===== src/rtl/cmd_packet_arbiter.sv =====
// cmd_packet_arbiter
// Packet-atomic arbiter that shares the parser's command byte input between
// the host UART byte stream (buffered in a FIFO, no backpressure) and a local
// on-chip sequencer (valid/ready). DATA, FREQ and PERIOD packets reach the
// parser whole and never interleave.
//
// Build option: define CMD_ARB_HOST_PRIORITY_EN for fixed host priority when
// both sources are eligible; otherwise arbitration is round-robin.
//
// Local handshake: a local byte transfers in a cycle where
// loc_valid_i & loc_ready_o. loc_ready_o is combinational from state, owner
// and loc_valid_i. The sequencer may drop loc_valid_i mid-packet (stall);
// the arbiter then waits without a timeout.
module cmd_packet_arbiter #(
  parameter int         FIFO_DEPTH = 8,
  parameter int         GAP_CYCLES = 1,
  parameter logic [7:0] CMD_DATA   = 8'h01,
  parameter logic [7:0] CMD_FREQ   = 8'h02,
  parameter logic [7:0] CMD_PERIOD = 8'h03
) (
  input  logic       clk_i,
  input  logic       rst_ni,
  input  logic [7:0] host_data_i,
  input  logic       host_tick_i,
  input  logic [7:0] loc_data_i,
  input  logic       loc_valid_i,
  output logic       loc_ready_o,
  output logic [7:0] data_o,
  output logic       rx_done_tick_o,
  output logic [1:0] grant_o,
  output logic       busy_o,
  output logic       err_tick_o,
  output logic       ovf_o,
  output logic [1:0] state_o
);

  localparam int          AW       = $clog2(FIFO_DEPTH);
  localparam int          CW       = AW + 1;
  localparam logic [AW:0] FULL_CNT = CW'(FIFO_DEPTH);
  localparam logic [3:0]  GAP_LOAD = (GAP_CYCLES > 0) ? 4'(GAP_CYCLES - 1) : 4'd0;

  typedef enum logic [1:0] {
    ST_IDLE = 2'd0,
    ST_SEND = 2'd1,
    ST_GAP  = 2'd2
  } state_e;

  state_e      state, state_d;
  logic [2:0]  rem, rem_d;
  logic [3:0]  gap_cnt, gap_d;
  logic [1:0]  grant_d;
  logic        busy_d;
  logic [7:0]  data_d;
  logic        tick_d;
  logic        err_d;
  logic        owner_has;

  // host FIFO
  logic [7:0]  mem [FIFO_DEPTH];
  logic [AW:0] wr_ptr, rd_ptr;
  logic [AW:0] count;
  logic        empty, full;
  logic        pop, wr_en;
  logic [7:0]  head;

  // arbitration
  logic [2:0]  host_len, loc_len;
  logic        host_inv, host_elig;
  logic        loc_inv, loc_elig;
  logic        pick_host, pick_loc;

  // Packet length from a command byte; 0 marks an unknown command.
  function automatic logic [2:0] pkt_len(input logic [7:0] b);
    if (b == CMD_DATA)        return 3'd6;
    else if (b == CMD_FREQ)   return 3'd5;
    else if (b == CMD_PERIOD) return 3'd3;
    else                      return 3'd0;
  endfunction

  assign count = wr_ptr - rd_ptr;
  assign empty = (count == '0);
  assign full  = (count == FULL_CNT);
  assign head  = mem[rd_ptr[AW-1:0]];
  // A pop in the same cycle frees the slot, so a write on a full FIFO is
  // still accepted then.
  assign wr_en = host_tick_i & (~full | pop);

  assign host_len  = pkt_len(head);
  assign loc_len   = pkt_len(loc_data_i);
  assign host_inv  = ~empty & (host_len == 3'd0);
  assign host_elig = ~empty & (host_len != 3'd0) &
                     (count >= {{(AW-2){1'b0}}, host_len});
  assign loc_inv   = loc_valid_i & (loc_len == 3'd0);
  assign loc_elig  = loc_valid_i & (loc_len != 3'd0);
  assign pick_host = host_elig & ~pick_loc;

`ifdef CMD_ARB_HOST_PRIORITY_EN
  assign pick_loc = loc_elig & ~host_elig;
`else
  logic prefer_loc, prefer_loc_d;

  assign pick_loc = loc_elig & (~host_elig | prefer_loc);

  // Round-robin pointer: after any grant, favour the other source next time.
  always_comb begin
    prefer_loc_d = prefer_loc;
    if (state == ST_IDLE) begin
      if (pick_host)     prefer_loc_d = 1'b1;
      else if (pick_loc) prefer_loc_d = 1'b0;
    end
  end

  // Pointer register; host is favoured out of reset.
  always_ff @(posedge clk_i or negedge rst_ni) begin
    if (!rst_ni) prefer_loc <= 1'b0;
    else         prefer_loc <= prefer_loc_d;
  end
`endif

  // FIFO storage; contents need no reset because the pointers define validity.
  always_ff @(posedge clk_i) begin
    if (wr_en) mem[wr_ptr[AW-1:0]] <= host_data_i;
  end

  // FIFO pointers and the sticky overflow flag.
  always_ff @(posedge clk_i or negedge rst_ni) begin
    if (!rst_ni) begin
      wr_ptr <= '0;
      rd_ptr <= '0;
      ovf_o  <= 1'b0;
    end else begin
      if (wr_en) wr_ptr <= wr_ptr + 1'b1;
      if (pop)   rd_ptr <= rd_ptr + 1'b1;
      if (host_tick_i & full & ~pop) ovf_o <= 1'b1;
    end
  end

  // Next-state and output decode: grant in IDLE, one byte per SEND, pacing in GAP.
  always_comb begin
    state_d     = state;
    rem_d       = rem;
    gap_d       = gap_cnt;
    grant_d     = grant_o;
    busy_d      = busy_o;
    data_d      = data_o;
    tick_d      = 1'b0;
    err_d       = 1'b0;
    pop         = 1'b0;
    loc_ready_o = 1'b0;
    owner_has   = grant_o[0] ? ~empty : loc_valid_i;
    case (state)
      ST_IDLE: begin
        if (pick_host) begin
          grant_d = 2'b01;
          rem_d   = host_len;
          busy_d  = 1'b1;
          state_d = ST_SEND;
        end else if (pick_loc) begin
          grant_d = 2'b10;
          rem_d   = loc_len;
          busy_d  = 1'b1;
          state_d = ST_SEND;
        end else begin
          // Unknown command bytes are dropped only when nobody is granted.
          pop         = host_inv;
          loc_ready_o = loc_inv;
          err_d       = host_inv | loc_inv;
        end
      end
      ST_SEND: begin
        if (owner_has) begin
          data_d      = grant_o[0] ? head : loc_data_i;
          tick_d      = 1'b1;
          pop         = grant_o[0];
          loc_ready_o = grant_o[1];
          rem_d       = rem - 3'd1;
          if (GAP_CYCLES != 0) begin
            state_d = ST_GAP;
            gap_d   = GAP_LOAD;
          end else if (rem == 3'd1) begin
            state_d = ST_IDLE;
            grant_d = 2'b00;
            busy_d  = 1'b0;
          end
        end
      end
      ST_GAP: begin
        if (gap_cnt == 4'd0) begin
          if (rem != 3'd0) begin
            state_d = ST_SEND;
          end else begin
            state_d = ST_IDLE;
            grant_d = 2'b00;
            busy_d  = 1'b0;
          end
        end else begin
          gap_d = gap_cnt - 4'd1;
        end
      end
      default: state_d = ST_IDLE;
    endcase
  end

  // State register and registered outputs.
  always_ff @(posedge clk_i or negedge rst_ni) begin
    if (!rst_ni) begin
      state          <= ST_IDLE;
      rem            <= 3'd0;
      gap_cnt        <= 4'd0;
      grant_o        <= 2'b00;
      busy_o         <= 1'b0;
      data_o         <= 8'h00;
      rx_done_tick_o <= 1'b0;
      err_tick_o     <= 1'b0;
    end else begin
      state          <= state_d;
      rem            <= rem_d;
      gap_cnt        <= gap_d;
      grant_o        <= grant_d;
      busy_o         <= busy_d;
      data_o         <= data_d;
      rx_done_tick_o <= tick_d;
      err_tick_o     <= err_d;
    end
  end

  assign state_o = state;

endmodule


===== config.mk =====
export PLATFORM = sky130hd
export DESIGN_NAME = cmd_packet_arbiter
export DESIGN_NICKNAME = d
export VERILOG_FILES = /design/src/rtl/cmd_packet_arbiter.sv
export SDC_FILE = /design/constraint.sdc
export NUM_CORES = 1
export LEC_CHECK = 0
export ABC_AREA = 1
export BUFFER_PORTS_ARGS = -buffer_cell sky130_fd_sc_hd__clkbuf_2
export CAP_MARGIN = 20
export CORE_ASPECT_RATIO = 1.2
export CORE_MARGIN = 10
export CORE_UTILIZATION = 54
export DETAILED_ROUTE_END_ITERATION = 16
export GPL_TIMING_DRIVEN = 0
export PLACE_DENSITY = 0.79
export SLEW_MARGIN = 10
export SYNTH_ARGS = -nofsm -noshare
export SYNTH_HDL_FRONTEND = slang
export SYNTH_SLANG_ARGS = --single-unit

===== constraint.sdc =====
create_clock -name clk_i -period 3.6 [get_ports clk_i]
set_input_delay 0.36 -clock clk_i [delete_from_list [all_inputs] [get_ports clk_i]]
set_output_delay 0.36 -clock clk_i [all_outputs]
set_load 0.01 [all_outputs]

# [Yosys cells after proc, flatten, opt, wreduce, memory -nomap -nowiden]
# Memories as Yosys holds them, arrays and structs flattened.
# Cells that the tools add are included.
[totals] regBits=32 latchBits=0 ramBits=64 romBits=0 in_bits=20 word_cells=117 mem_count=1
[memory_table] memory="mem" depth=8 width=8 read_ports=1 rd_clocked_by_memory_dff=0 write_ports=1 line_no="59" source="logic [7:0] mem [FIFO_DEPTH];"
[classes] addsub=5 mul=0 div=0 order_cmp=1 eq_ne=14 n_shift=0 mux=48 n_bitwise=18 reduce_logical=18
[ops] cell="8-bit by 2-bit equality test with 1-bit output, second input constant" n=4
[ops] cell="1-bit two-way mux" n=21
[ops] cell="3-bit two-way mux" n=7
[ops] cell="2-bit two-way mux" n=10
[ops] cell="8-bit by 1-bit equality test with 1-bit output, second input constant" n=2
[ops] cell="1-bit bitwise AND" n=10
[ops] cell="3-bit AND reduction" n=3
[ops] cell="3-bit nonzero test" n=3
[ops] cell="4-bit by 1-bit adder with 4-bit output, second input constant" n=2
[ops] cell="4-bit logical NOT" n=2
[ops] cell="4-bit two-way mux" n=2
[ops] cell="8-bit two-way mux" n=1
[ops] cell="2-bit inequality test, second input constant" n=4
[ops] cell="4-bit one-hot mux with 2 select lines" n=1
[ops] cell="2-bit nonzero test" n=4
[ops] cell="3-bit logical NOT" n=2
[ops] cell="1-bit one-hot mux with 2 select lines" n=3
[ops] cell="2-bit one-hot mux with 3 select lines" n=1
[ops] cell="3-bit one-hot mux with 2 select lines" n=1
[ops] cell="1-bit NOT" n=5
[ops] cell="4-bit equality test, second input constant" n=1
[ops] cell="4-bit by 3-bit greater-or-equal comparator with 1-bit output" n=1
[ops] cell="2-bit one-hot mux with 2 select lines" n=1
[ops] cell="2-bit AND reduction" n=2
[ops] cell="other kinds (9)" n=11

# [Logic depth before layout (Yosys ltp)]
# Gate-level depths: netlist of run 1.
# An unclocked memory read counts as a cell.
[logic_depth] depth_word=19 mapped_depth=27 ltp_nobuf=25

# [Least setup slack after synthesis of run 1]
# Ideal clock, no wire load.
[synth_timing] path_type="register to register" start="register rd_ptr[0]" end="memory mem[4][0], enable pin" setup_time_ps=370 arrival_time_ps=2943 required_time_ps=3230 slack_ps=286 path_stages_with_launch=25 path_buffers=2 cell_sequence="dfrtp_1 > buf_6 > inv_4 > buf_4 > nor2_1 > o21ai_0 > nand2_1 > nand2_1 > nor2_2 > and2_1 > nand2_1 > inv_1 > ha_1 > inv_1 > nand2_1 > nand2_1 > nand2_1 > a21oi_1 > o21ai_0 > nand4_2 > o21bai_2 > nand2_2 > nand3_4 > nand3_2 > nor2_1"
[synth_via] elab_chain_len=19 elab_cells_between_ends=32
[synth_rtl] item="from (decl)" line_no="60" source="logic [AW:0] wr_ptr, rd_ptr;"
[synth_rtl] item="from (signal assigned)" line_no="133" source="if (pop) rd_ptr <= rd_ptr + 1'b1;"
[synth_rtl] item="branches (longest 15 deep; another with memory read 8 x 8 bit)"
[synth_rtl] item="1-bit bitwise OR (*)" line_no="86" source="assign wr_en = host_tick_i & (~full | pop);"
[synth_rtl] item="1-bit bitwise AND (*)" line_no="86"
[synth_rtl] item="1-bit two-way mux (*)" line_no="122" source="if (wr_en) mem[wr_ptr[AW-1:0]] <= host_data_i;"
[synth_rtl] item="1-bit two-way mux (implied by the code) (*)" line_no="122"
[synth_rtl] item="to (decl)" line_no="59"
# Mark *: on every way between the ends.

# [Worst setup path in the final report of run 1]
[layout_timing] start="register rd_ptr[0]" end="output loc_ready_o"
[layout_via] elab_chain_len=15 elab_cells_between_ends=24
[layout_rtl] item="branches (longest 14 deep; another with memory read 8 x 8 bit)"
[layout_rtl] item="1-bit one-hot mux with 2 select lines (*)" line_no="151" source="case (state)"
[layout_rtl] item="to (decl)" line_no="27" source="output logic loc_ready_o,"
# Marks and branches as above.

==> results of run 1 <==
-- power groups by stage --
stage | combinational, mW | sequential, mW | clock (mW)
6_report | 3.18 | 1.60 | 0.751
5_1_grt | 3.42 | 1.62 | 0.804
3_3_place_gp | 1.99 | 1.60 | 0
4_1_cts | 2.63 | 1.59 | 0.756
2_1_floorplan | 1.46 | 1.62 | 0
3_5_place_dp | 2.06 | 1.61 | 0
-- cells in the final DEF, fill, tap and decap left out, types with 2 or more instances in the layout --
master,instances
sky130_fd_sc_hd__o21bai_1,2
sky130_fd_sc_hd__nand2_4,7
sky130_fd_sc_hd__a21oi_1,6
sky130_fd_sc_hd__buf_6,6
sky130_fd_sc_hd__inv_8,3
sky130_fd_sc_hd__buf_8,3
sky130_fd_sc_hd__buf_2,2
sky130_fd_sc_hd__ha_1,11
sky130_fd_sc_hd__o21ai_1,6
sky130_fd_sc_hd__xor2_1,6
sky130_fd_sc_hd__edfxtp_1,64
sky130_fd_sc_hd__nand2_2,18
sky130_fd_sc_hd__inv_2,6
sky130_fd_sc_hd__clkbuf_1,3
sky130_fd_sc_hd__nor2_1,39
sky130_fd_sc_hd__nand2_1,128
sky130_fd_sc_hd__o31ai_1,2
sky130_fd_sc_hd__o21ai_2,4
sky130_fd_sc_hd__clkinv_4,2
sky130_fd_sc_hd__buf_12,9
sky130_fd_sc_hd__inv_1,53
sky130_fd_sc_hd__nand4_1,2
sky130_fd_sc_hd__nand3_2,7
sky130_fd_sc_hd__o21ai_0,25
sky130_fd_sc_hd__clkbuf_2,36
sky130_fd_sc_hd__nor2_4,10
sky130_fd_sc_hd__dfrtp_1,31
sky130_fd_sc_hd__nand3_1,36
sky130_fd_sc_hd__nand3_4,2
sky130_fd_sc_hd__clkbuf_8,9
sky130_fd_sc_hd__buf_4,34
-- what timing repair did --
action / in CTS / in global routing
cloned: 1 / 1
pin swaps: 16 / 31
setup endpoints to repair: 65 / 66
buffers inserted: 31 / 11
resized for setup: 40 / 59
-- metrics by stage --
stage | cells | setup WS, ns | TNS [ns] | hold WS, ns | utilization
final | 710 | -0.000422 | -0.000422 | 0.0601 | 0.702
after global routing | 710 | -0.168 | -3.48 | 0.118 | 0.702
after CTS | 699 | 0.00789 | 0 | 0.0820 | 0.661
after detailed placement | 651 | -0.612 | -36.35 | 0.458 | 0.585
after global placement | 651 | -0.497 | -30.11 | 0.461 | 0.585
after floorplan | 498 | 0.286 | 0 | 0.0644 | -
-- area by class of cell --
type | instances | area [µm²] | share of cell area
Buffer | 16 | 158 | 0.0264
Clock buffer | 9 | 124 | 0.0207
Clock inverter | 7 | 86.3 | 0.0144
Inverter | 61 | 249 | 0.0417
Multi-Input combinational cell | 325 | 1840 | 0.309
Sequential cell | 96 | 2720 | 0.456
Tap cell | 117 | 146 | 0.0245
Timing Repair Buffer | 79 | 644 | 0.108
-- registers in the layout, summed over array words and instances, names as in the netlist --
signal          flops
busy_o              1
err_tick_o          1
rem                 3
gap_cnt             4
rx_done_tick_o      1
grant_o             2
rd_ptr              4
wr_ptr              4
prefer_loc          1
mem                64
state_o             2
ovf_o               1
data_o              8
-- metal layers --
metal,global-route usage,vias up,wire length [µm]
li1,-,1796,-
met5,0,-,0
met3,0.0438,56,912
met1,0.187,1832,4420
met4,0.0997,0,630
met2,0.328,216,6370
-- worst register-to-register path, delay by kind of cell (launching register included) --
family,cells,cell delay [ns]
AO/OA/AOI/OAI,2,0.19
buffers and inverters,20,2.48
flip-flops,1,0.43
AND/OR/NAND/NOR,6,0.40
-- worst max path at each step --
stage,startpoint,endpoint,slack [ns],depth (start not counted)
final,rd_ptr[0],loc_ready_o,-0.0004,26
after global routing,wr_ptr[0],loc_ready_o,-0.17,17
after CTS,rd_ptr[0],loc_ready_o,0.008,26
after detailed placement,rd_ptr[1],mem[2][0],-0.61,24
after global placement,rd_ptr[1],mem[6][1],-0.50,24
after floorplan,rd_ptr[0],mem[4][0],0.29,24
-- kinds of logic (layout without fill, tap and decap cells) --
kind of cell / count (synthesis) / after routing / share of synthesized area
xor+xnor: 8 / 8 / 0.0151
fa+ha+maj: 13 / 13 / 0.0365
flops: 96 / 96 / 0.585
compound gates: 49 / 49 / 0.0586
buf+inv: 77 / 172 / 0.0744
simple gates: 255 / 255 / 0.231
==> results.md, run 1 <==
| Step | Metric | Reported |
|---|---|---|
| sta | Crit path setup slack, layout | -0.000422 ns |
| clock tree | Clock tree from TritonCTS | done |
| global routing | Global route overflow | 0 |
| clock tree | Skew-Pair Late Insertion Delay | 0.37 ns |
| pwr | Total power density per cell area | 926 mW/mm² |
| worst setup path | Worst reg2reg startpoint | rd_ptr[0] |
| yosys | Dominant register cell in the synthesized netlist | sky130_fd_sc_hd__edfxtp_1 |
| worst setup path | Number of buffer and inverter stages on the critical path | 8 |
| yosys | Fraction of the yosys area taken by sequential cells | 0.585 |
| sta | Clock Skews | 0.0109 ns |
| yosys | Synthesized area divided by synthesized cell count | 9.35 µm² |
| sta | Final cycle utilization of the critical path | 1.00 |
| route | DRC viols | 0 |
| pwr | Power, Total | 5.53 mW |
| worst setup path | Arrival time of the worst setup path | 3.24 ns |
| clock tree | Max clock buf depth | 2 |
| worst setup path | Peak fanout along the critical path | 7 |
| clock tree | Number of levels the H-tree was split into | 3 |
| cells and area | Fill cell total of the finished layout | 615 |
| cells and area | Growth of design area from synthesis to finish | 28.4% |
| pwr | Internal power summed over all cells | 3.11 mW |
| global routing | First-pass GRT wire length | 18.3 mm |
| yosys | Yosys top cell by area | sky130_fd_sc_hd__edfxtp_1 |
| min path | Tightest Hold Check Type | in -> async |
| worst setup path | Delay-heaviest family, CP | simple AND/OR/NAND/NOR gates |
| yosys | Register bit total from synthesis | 96 |
| pwr | Clock power share | 0.136 |
| cells and area | Total non-filler cell area in the finished layout | 0.00598 mm² |
| yosys | Most used standard cell by instance count after synthesis | sky130_fd_sc_hd__nand2_1 |
| pwr | Worst IR drop on VDD | 0.000403 V |
| global routing | Number of antenna violations at the first check in global routing | 0 |
| status | Run status | complete, but fails checks |
| worst setup path | Register-to-register setup slack | 0.06 ns |
| global routing | Overall track demand over capacity in global routing | 0.180 |
| clock tree | Cts hold-fix bufs | 0 |
| yosys | Commonest cells in the synthesized netlist | 150 x sky130_fd_sc_hd__nand2_1, 64 x sky130_fd_sc_hd__edfxtp_1, 57 x sky130_fd_sc_hd__inv_1, 47 x sky130_fd_sc_hd__nor2_1, 43 x sky130_fd_sc_hd__nand3_1 |
| route | Wirelength, routed | 12.3 mm |
| die | Horizontal die dimension | 105 µm |
| worst setup path | Endpoint of the worst register-to-register path | data_o[5] |
| yosys | Library cells used by synthesis | 36 |
| yosys | Number of enable-type register cells in the synthesized netlist | 64 |
| die | Core ar. | 0.00852 mm² |
| pwr | Switching Fraction | 0.438 |
| cells and area | Inserted Diodes | 0 |
| yosys | Number of warnings issued by yosys | 0 |
| worst setup path | Most frequent CP cell | sky130_fd_sc_hd__nand2_2 |
| sta | Minimum clock period | 3.60 ns |
| placed design | Cell area after placement | 0.00498 mm² |
| route | Detailed-route vias per instance | 5.49 |
| worst setup path | Worst R2R Path Depth | 28 |
| yosys | Synth top area share | 0.413 |
| yosys | Cells after synthesis | 498 |
| pwr | Logic pwr share | 0.575 |
| clock tree | Number of sinks driven by the clock tree | 96 |
| route | Number of routed nets with antenna violations | 0 |
| route | Starting DRT DRC Count | 269 |
| yosys | Post-synthesis async set-or-reset flop share | 0.333 |
| clock tree | Number of buffers created by CTS | 9 |
| die | Top-level port count | 37 |
| worst setup path | Startpoint types | flip-flop |
| yosys | Summed instance area of the synthesized netlist | 0.00466 mm² |
| cells and area | Final-stage net count | 621 |
| worst setup path | Kind of end point of the critical path | primary output |
| yosys | Most area-consuming cells after synthesis | sky130_fd_sc_hd__edfxtp_1 41%, sky130_fd_sc_hd__dfrtp_1 17%, sky130_fd_sc_hd__nand2_1 12% |
| pwr | Leakage power | 2.75 nW |
| worst setup path | Required time at the endpoint of the critical path | 3.24 ns |
| clock tree | Clk Tree Root Cell | sky130_fd_sc_hd__clkbuf_8 |
| status | Violated checks | negative setup slack |
| die | Starting density of the core | 0.547 |
| die | Chip height | 122 µm |
| yosys | Syn nets | 531 |
| cells and area | Fraction of final layout cells sized beyond drive strength 1 | 0.292 |
| worst setup path | Cell type of the slowest stage on the worst timing path | sky130_fd_sc_hd__dfrtp_1 |
| sta | Peak Freq | 0.278 GHz |
| global routing | Largest net degree at the start of global routing | 33 |
| pwr | Net switching power figure | 2.43 mW |
| worst setup path | Critical Path Max Stage Delay | 0.41 ns |
| route | Count of vias placed by the detailed router | 3,900 |
| worst setup path | Crit path kind | reg -> out |
| global routing | Vias in the first global route | 3,771 |
| clock tree | Register clock-pin slew on the reported worst setup and hold paths | 0.10 ns |
| die | Number of rows created at floorplan | 37 |
| sta | Count of final setup violators | 1 |
| placed design | IO Port Bufs | 36 |
| sta | RSZ-0062 raised after global routing | true |
| sta | Max-slew violation count | 0 |
| placed design | Global placement routability congestion | 0.902 |
| die | Floorplan die area | 0.0128 mm² |
| route | Routed wirelength normalized by instance count | 17.4 µm |
| sta | Slew at the pin closest to its max-slew limit | 0.816 ns |
| placed design | Total half-perimeter wirelength after legalization and detailed placement | 7.25 mm |
| sta | Worst slew margin | 0.456 |
| job | Max-Cap Viols | 0 |
| sta | Final hold vios | 0 |
| pwr | Proportion of power drawn by flip-flops and latches | 0.290 |
| route | Router iterations before antenna repair | 5 |
Note: power is estimated with default switching activity, not from simulation.
==> run 2: changes to the inputs <==
- SETUP_SLACK_MARGIN: default -> 0.15
==> results.md, run 2 (synthesized netlist as in run 1, its figures left out) <==
| Step | Metric | Reported | Change |
|---|---|---|---|
| clock tree | Skew-Pair Late Insertion Delay | 0.37 ns | about the same |
| route | Starting DRT DRC Count | 292 | +8.6% |
| worst setup path | Crit path kind | reg -> reg |  |
| worst setup path | CP startpoint | rd_ptr[0] |  |
| route | Wl on met1 | 4.87 mm | +10% |
| worst setup path | Arrival time of the worst setup path | 4.08 ns | +0.84 ns |
| clock tree | Clk Tree Root Cell | sky130_fd_sc_hd__clkbuf_8 |  |
| sta | Worst slew margin | 0.447 | -0.00932 |
| global routing | Vias in the first global route | 4,004 | +6.2% |
| clock tree | Register clock-pin slew on the reported worst setup and hold paths | 0.10 ns | about the same |
| cells and area | Inserted Diodes | 0 | unchanged |
| pwr | Total power density per cell area | 961 mW/mm² | +3.8% |
| die | Floorplan die area | 0.0128 mm² | unchanged |
| placed design | Total half-perimeter wirelength after legalization and detailed placement | 7.25 mm | unchanged |
| pwr | Leakage power | 2.87 nW | +4.2% |
| job | Max-Cap Viols | 0 | unchanged |
| worst setup path | Worst R2R Path Depth | 32 | +14% |
| clock tree | Max clock buf depth | 2 | unchanged |
| pwr | Worst IR drop on VDD | 0.000414 V | +2.6% |
| route | Routed wirelength normalized by instance count | 17.8 µm | +2.6% |
| clock tree | Number of levels the H-tree was split into | 3 | unchanged |
| cells and area | Fill cell total of the finished layout | 568 | -7.6% |
| placed design | Cells after DPL | 651 | unchanged |
| global routing | First-pass GRT wire length | 19.7 mm | +7.5% |
| worst setup path | Kind of end point of the critical path | flip-flop |  |
| cells and area | Area of combinational cells with multiple inputs | 0.00194 mm² | +5.3% |
| route | Count of vias placed by the detailed router | 3,901 | +0.026% |
| die | Number of rows created at floorplan | 37 | unchanged |
| worst setup path | Startpoint types | flip-flop |  |
| global routing | Overall track demand over capacity in global routing | 0.193 | +0.0135 |
| placed design | IO Port Bufs | 36 | unchanged |
| cells and area | Final-stage net count | 630 | +1.4% |
| sta | RSZ-0062 raised after global routing | true |  |
| cells and area | Count of placed standard cells in the final layout, fillers left out | 719 | +1.3% |
| sta | Peak Freq | 0.265 GHz | -4.6% |
| die | Chip height | 122 µm | unchanged |
| sta | Final hold vios | 0 | unchanged |
| cells and area | Growth of design area from synthesis to finish | 33.5% |  |
| route | WL met2 | 6.85 mm | +7.5% |
| cells and area | Commonest non-fill, non-tap cell in the layout | sky130_fd_sc_hd__nand2_1 |  |
| sta | Minimum clock period | 3.78 ns | +0.175 ns |
| min path | Tightest Hold Check Type | in -> async |  |
| cells and area | Leading cell types in the layout, fill and taps excluded | 128 x sky130_fd_sc_hd__nand2_1, 64 x sky130_fd_sc_hd__edfxtp_1, 53 x sky130_fd_sc_hd__inv_1, 38 x sky130_fd_sc_hd__nor2_1, 36 x sky130_fd_sc_hd__clkbuf_2 |  |
| route | Detailed-route vias per instance | 5.43 | -1.2% |
| worst setup path | Endpoint of the worst register-to-register path | rem[2] |  |
| global routing | Number of antenna violations at the first check in global routing | 0 | unchanged |
| sta | Final cycle utilization of the critical path | 1.05 | +0.0485 |
| sta | Slew at the pin closest to its max-slew limit | 0.830 ns | +0.0140 ns |
| die | Top-level port count | 37 | unchanged |
| sta | Count of final setup violators | 70 | +69 |
| route | Wirelength, routed | 12.8 mm | +3.9% |
| cells and area | Fraction of final layout cells sized beyond drive strength 1 | 0.319 | +0.0272 |
| placed design | Cell area after placement | 0.00498 mm² | unchanged |
| clock tree | Number of buffers created by CTS | 9 | unchanged |
| cells and area | Total non-filler cell area in the finished layout | 0.00622 mm² | +4.0% |
| route | DRC viols | 0 | unchanged |
| worst setup path | Register-to-register setup slack | -0.18 ns | -0.24 ns |
| sta | Crit path setup slack, layout | -0.175 ns | -0.175 ns |
| cells and area | Area taken by flip-flops and latches | 0.00272 mm² | about the same |
| status | Run status | complete, but fails checks |  |
| placed design | Global placement routability congestion | 0.902 | unchanged |
| global routing | Global route overflow | 0 | unchanged |
| worst setup path | Peak fanout along the critical path | 7 | unchanged |
| die | Starting density of the core | 0.547 | unchanged |
| die | Core ar. | 0.00852 mm² | unchanged |
| route | Highest metal used | met4 |  |
| route | Routed length on met3 | 676 µm | -26% |
| route | Number of routed nets with antenna violations | 0 | unchanged |
| route | Router iterations before antenna repair | 6 | +1 |
| sta | Sum of negative setup slack | -5.29 ns | -5.29 ns |
| worst setup path | Cell type of the slowest stage on the worst timing path | sky130_fd_sc_hd__dfrtp_1 |  |
| worst setup path | Critical Path Max Stage Delay | 0.42 ns | about the same |
| worst setup path | Required time at the endpoint of the critical path | 3.90 ns | +0.66 ns |
| sta | Clock Skews | 0.00934 ns | -0.00156 ns |
| sta | Max-slew violation count | 0 | unchanged |
| worst setup path | Worst reg2reg startpoint | rd_ptr[0] |  |
| global routing | Largest net degree at the start of global routing | 33 | unchanged |
| clock tree | Number of sinks driven by the clock tree | 96 | unchanged |
| status | Violated checks | negative setup slack |  |
| clock tree | Clock tree from TritonCTS | done |  |
| cells and area | Number of flip-flops under the largest register name | 64 | unchanged |
| die | Horizontal die dimension | 105 µm | unchanged |
-- run 2: changes by cell type in the layout (fill, tap and decap cells not counted), sizes merged --
cell  previous run  this run
buf             55        64
-- run 2: worst max-delay path by stage --
| stage | endpoint | slack (ns) | cells after the start |
|---|---|---|---|
| 5_1_grt | rem[2] | -0.31 | 32 |
| 3_3_place_gp | mem[6][1] | -0.50 | 24 |
| 3_5_place_dp | mem[2][0] | -0.61 | 24 |
| 2_1_floorplan | mem[4][0] | 0.29 | 24 |
| 4_1_cts | loc_ready_o | -0.002 | 26 |
| 6_report | rem[2] | -0.18 | 32 |
-- run 2: repair_timing --
item / in CTS / in global routing
resized for setup: 75 / 57
buffers inserted: 48 / 2
hold buffers: 0 / 0
gates cloned: 2 / 0
pin swaps: 30 / 27
setup endpoints to repair: 65 / 82
-- run 2: layout make-up --
type | count | area share
Buffer | 16 | 0.0240
Clock buffer | 9 | 0.0199
Clock inverter | 7 | 0.0139
Inverter | 61 | 0.0393
Multi-Input combinational cell | 325 | 0.312
Sequential cell | 96 | 0.438
Tap cell | 117 | 0.0236
Timing Repair Buffer | 88 | 0.129
-- run 2: through the flow --
| stage | hold slack [ns] | setup slack, ns | utilization | power, mW |
|---|---|---|---|---|
| 6_report | 0.0678 | -0.175 | 0.730 | 5.97 |
| 5_1_grt | 0.126 | -0.305 | 0.730 | 6.31 |
| 4_1_cts | 0.0820 | -0.00237 | 0.703 | 5.30 |
| 3_3_place_gp | 0.461 | -0.497 | 0.585 | 3.59 |
| 2_1_floorplan | 0.0644 | 0.286 | - | 3.08 |
| 3_5_place_dp | 0.458 | -0.612 | 0.585 | 3.67 |
-- run 2: per-layer routing --
metal | up-vias | GRT usage
met5 | - | 0
met4 | 0 | 0.0851
met1 | 1873 | 0.203
li1 | 1817 | -
met3 | 38 | 0.0428
met2 | 173 | 0.363
-- run 2: critical path, delay by kind of cell, from the launching register on --
family	cells	cell delay, ns
buffers and inverters	13	1.35
AND/OR/NAND/NOR	14	1.31
AO/OA/AOI/OAI	4	0.43
flip-flops	1	0.42
adder cells (fa/ha/maj)	1	0.19
-- run 2: report_power, final --
part | internal (mW) | total, mW | switching (mW)
sequential | 1.45 | 1.60 | 0.147
combinational | 1.58 | 3.62 | 2.05
clock | 0.336 | 0.751 | 0.415
total | 3.36 | 5.97 | 2.61
==> run 3: changes to the inputs <==
- ABC_AREA: 1 -> default
==> results.md, run 3 <==
| Step | Metric | Reported | Change |
|---|---|---|---|
| clock tree | Number of sinks driven by the clock tree | 96 | unchanged |
| yosys | Post-synthesis adder-cell area fraction | 0.0383 | +0.00179 |
| yosys | Share of synthesized area spent on multiplexers | 0.127 | +0.127 |
| clock tree | Clk Tree Root Cell | sky130_fd_sc_hd__clkbuf_8 |  |
| clock tree | Number of buffers created by CTS | 9 | unchanged |
| worst setup path | Register-to-register setup slack | -0.32 ns | -0.14 ns |
| global routing | Largest net degree at the start of global routing | 33 | unchanged |
| sta | Count of final setup violators | 10 | -86% |
| clock tree | Number of levels the H-tree was split into | 3 | unchanged |
| clock tree | Skew-Pair Late Insertion Delay | 0.37 ns | about the same |
| sta | Max-slew violation count | 0 | unchanged |
| worst setup path | Crit path kind | reg -> out |  |
| worst setup path | Startpoint types | flip-flop |  |
| global routing | Gr busiest metal | met2 |  |
| sta | Clock Skews | 0.0119 ns | +0.00256 ns |
| yosys | Summed instance area of the synthesized netlist | 0.00444 mm² | -4.7% |
| cells and area | Total non-filler cell area in the finished layout | 0.00573 mm² | -7.8% |
| route | Detailed-route vias per instance | 6.03 | +11% |
| placed design | Cells after DPL | 446 | -31% |
| status | Violated checks | negative setup slack |  |
| global routing | Number of antenna violations at the first check in global routing | 0 | unchanged |
| route | Wirelength, routed | 11.2 mm | -12% |
| worst setup path | Arrival time of the worst setup path | 3.58 ns | -0.50 ns |
| yosys | Dominant register cell in the synthesized netlist | sky130_fd_sc_hd__edfxtp_1 |  |
| yosys | Post-synthesis async set-or-reset flop share | 0.333 | unchanged |
| route | DRC viols | 0 | unchanged |
| placed design | Cell area after placement | 0.00482 mm² | -3.2% |
| job | Max-Cap Viols | 0 | unchanged |
| yosys | Most used standard cell by instance count after synthesis | sky130_fd_sc_hd__edfxtp_1 |  |
| yosys | Syn nets | 345 | -35% |
| sta | Worst slew margin | 0.412 | -0.0342 |
| placed design | Global placement routability congestion | 0.839 | -7.0% |
| worst setup path | Worst R2R Path Depth | 21 | -34% |
| cells and area | Final-stage net count | 451 | -28% |
| yosys | Synth top area share | 0.433 | +0.0202 |
| route | Starting DRT DRC Count | 261 | -11% |
| global routing | Met2 Usage GRT | 0.309 | -0.0540 |
| die | Number of rows created at floorplan | 36 | -2.7% |
| route | Number of routed nets with antenna violations | 0 | unchanged |
| pwr | Power, Total | 5.62 mW | -5.9% |
| route | Router iterations before antenna repair | 4 | -2 |
| global routing | Met1 GRT Util | 0.213 | +0.00991 |
| route | Routed wirelength normalized by instance count | 21.7 µm | +22% |
| yosys | Number of enable-type register cells in the synthesized netlist | 64 | unchanged |
| sta | RSZ-0062 raised after global routing | true |  |
| clock tree | Clock tree from TritonCTS | done |  |
| sta | Peak Freq | 0.254 GHz | -4.2% |
| die | Top-level port count | 37 | unchanged |
| cells and area | Final core area utilization | 0.711 | -0.0191 |
| cells and area | Inserted Diodes | 0 | unchanged |
| cells and area | Number of flip-flops under the largest register name | 64 | unchanged |
| sta | Minimum clock period | 3.94 ns | +0.164 ns |
| yosys | Number of warnings issued by yosys | 0 | unchanged |
| yosys | Basic-gate share of the synthesized area counting and, or, nand and nor cells | 0.0967 | -0.134 |
| placed design | IO Port Bufs | 36 | unchanged |
| status | Run status | complete, but fails checks |  |
| die | Floorplan die area | 0.0123 mm² | -3.9% |
| yosys | Cells after synthesis | 312 | -37% |
| yosys | Share of the synthesized area in compound gates (AO/OA/AOI/OAI) | 0.0713 | +0.0127 |
| yosys | Most area-consuming cells after synthesis | sky130_fd_sc_hd__edfxtp_1 43%, sky130_fd_sc_hd__dfrtp_1 18%, sky130_fd_sc_hd__mux4_1 9.5% |  |
| cells and area | Growth of design area from synthesis to finish | 29.1% |  |
| cells and area | Fill cell total of the finished layout | 479 | -16% |
| global routing | Overall track demand over capacity in global routing | 0.177 | -0.0161 |
| placed design | Total half-perimeter wirelength after legalization and detailed placement | 6.44 mm | -11% |
| worst setup path | Peak fanout along the critical path | 7 | unchanged |
| yosys | Synthesized area divided by synthesized cell count | 14.2 µm² | +52% |
| min path | Tightest Hold Check Type | in -> async |  |
| sta | WHS | 0.0736 ns | +0.00585 ns |
| yosys | Fraction of the yosys area taken by sequential cells | 0.613 | +0.0287 |
| yosys | Combinational family with the most area after synthesis | multiplexers |  |
| cells and area | Commonest non-fill, non-tap cell in the layout | sky130_fd_sc_hd__edfxtp_1 |  |
| die | Horizontal die dimension | 103 µm | -1.9% |
| global routing | Vias in the first global route | 3,224 | -19% |
| die | Chip height | 119 µm | -2.0% |
| sta | Sum of negative setup slack | -1.74 ns | +3.55 ns |
| sta | Slew at the pin closest to its max-slew limit | 0.874 ns | +0.0438 ns |
| clock tree | Max clock buf depth | 2 | unchanged |
| route | Count of vias placed by the detailed router | 3,125 | -20% |
| sta | Final cycle utilization of the critical path | 1.09 | +0.0455 |
| yosys | Library cells used by synthesis | 51 | +42% |
| worst setup path | Required time at the endpoint of the critical path | 3.24 ns | -0.66 ns |
| placed design | Pre-CTS setup slack | -0.523 ns | +0.0888 ns |
| yosys | Xor/xnor share of the synthesized area | 0.0237 | +0.00863 |
| cells and area | Fraction of final layout cells sized beyond drive strength 1 | 0.409 | +0.0900 |
| yosys | Yosys top cell by area | sky130_fd_sc_hd__edfxtp_1 |  |
| die | Starting density of the core | 0.550 | +0.00387 |
| cells and area | Count of placed standard cells in the final layout, fillers left out | 518 | -28% |
| pwr | Total power density per cell area | 981 mW/mm² | +2.1% |
| cells and area | Leading cell types in the layout, fill and taps excluded | 64 x sky130_fd_sc_hd__edfxtp_1, 44 x sky130_fd_sc_hd__buf_4, 37 x sky130_fd_sc_hd__clkbuf_2, 32 x sky130_fd_sc_hd__dfrtp_1, 28 x sky130_fd_sc_hd__nand2_1 |  |
| sta | Crit path setup slack, layout | -0.339 ns | -0.164 ns |
| pwr | Leakage power | 2.32 nW | -19% |
| global routing | First-pass GRT wire length | 16.8 mm | -15% |
| global routing | Global route overflow | 0 | unchanged |
| pwr | Worst IR drop on VDD | 0.000506 V | +22% |
| yosys | Register bit total from synthesis | 96 | unchanged |
| sta | Final hold vios | 0 | unchanged |
| clock tree | Cts hold-fix bufs | 0 | unchanged |
| die | Core ar. | 0.00806 mm² | -5.3% |
| yosys | Commonest cells in the synthesized netlist | 64 x sky130_fd_sc_hd__edfxtp_1, 32 x sky130_fd_sc_hd__dfrtp_1, 30 x sky130_fd_sc_hd__nand2_1, 24 x sky130_fd_sc_hd__o21ai_0, 16 x sky130_fd_sc_hd__mux4_1 |  |
| clock tree | Register clock-pin slew on the reported worst setup and hold paths | 0.10 ns | about the same |
| worst setup path | Kind of end point of the critical path | primary output |  |
| global routing | Global-route met3 utilization | 0.0272 | -0.0156 |
run 3: cell count changes in the layout (fill, tap and decap cells not counted), moves of 13 or more:
cell                      delta
sky130_fd_sc_hd__nand3_2    -13
sky130_fd_sc_hd__inv_1      -42
sky130_fd_sc_hd__nand2_4    -15
sky130_fd_sc_hd__nand2_1   -100
sky130_fd_sc_hd__buf_4      +22
sky130_fd_sc_hd__nand3_1    -23
sky130_fd_sc_hd__nor2_1     -28
run 3: cell families after synthesis:
logic type | Yosys count
xor gates and xnor gates | 12
buffers and inverters | 28
AOI/OAI and AO/OA | 50
muxes | 30
adders and majority gates | 13
and+or+nand+nor | 83
DFF | 96
run 3: area by class of cell:
cell class / count / area [µm²] / share of cell area
plain buffers: 13 / 87.6 / 0.0153
clock buffers: 9 / 124 / 0.0216
clock inverters: 7 / 72.6 / 0.0127
inverters: 15 / 56.3 / 0.00983
multi-input cells: 188 / 1820 / 0.318
flip-flops and latches: 96 / 2720 / 0.475
well taps: 95 / 119 / 0.0207
repair buffers: 95 / 726 / 0.127
run 3: repair_timing:
item,in CTS,in global routing
buffers inserted,49,6
hold endpoints to repair,0,0
endpoints found under the setup margin,89,88
pin swaps,12,9
resized for setup,52,20
cloned,1,0
run 3: worst paths after layout:
path	startpoint	to
min in group clk_i	host_tick_i	ovf_o
max in group asynchronous	rst_ni	rd_ptr[1]
hold / removal	rst_ni	ovf_o
setup reg to reg	rd_ptr[0]	err_tick_o
hold reg to reg	busy_o	busy_o
setup / recovery	rd_ptr[0]	loc_ready_o
run 3: where the power goes:
| part | switching, mW | leakage [nW] | internal [mW] |
|---|---|---|---|
| Combinational | 1.60 | 1.25 | 1.62 |
| Sequential | 0.187 | 0.972 | 1.52 |
| Clock | 0.430 | 0.0970 | 0.273 |
| Total | 2.21 | 2.32 | 3.41 |
run 3: worst max-delay path: stages, from the launching register on:
cell                       delay (ns)
sky130_fd_sc_hd__dfrtp_1         0.39
sky130_fd_sc_hd__buf_6           0.17
sky130_fd_sc_hd__buf_12          0.13
sky130_fd_sc_hd__mux4_2          0.56
sky130_fd_sc_hd__mux2i_4         0.22
sky130_fd_sc_hd__nand4_2         0.15
sky130_fd_sc_hd__or3_4           0.36
sky130_fd_sc_hd__inv_2           0.08
sky130_fd_sc_hd__ha_4            0.19
sky130_fd_sc_hd__nand2b_4        0.14
sky130_fd_sc_hd__a21o_1          0.16
sky130_fd_sc_hd__a21oi_2         0.13
sky130_fd_sc_hd__o22ai_2         0.09
sky130_fd_sc_hd__nand2_2         0.11
sky130_fd_sc_hd__nand4_1         0.09
sky130_fd_sc_hd__o21ai_1         0.08
sky130_fd_sc_hd__buf_2           0.15
run 3: per-layer routing:
layer / vias up / wire (µm)
met2: 155 / 5920
met1: 1557 / 4320
li1: 1387 / -
met3: 26 / 746
met5: - / 0
met4: 0 / 231
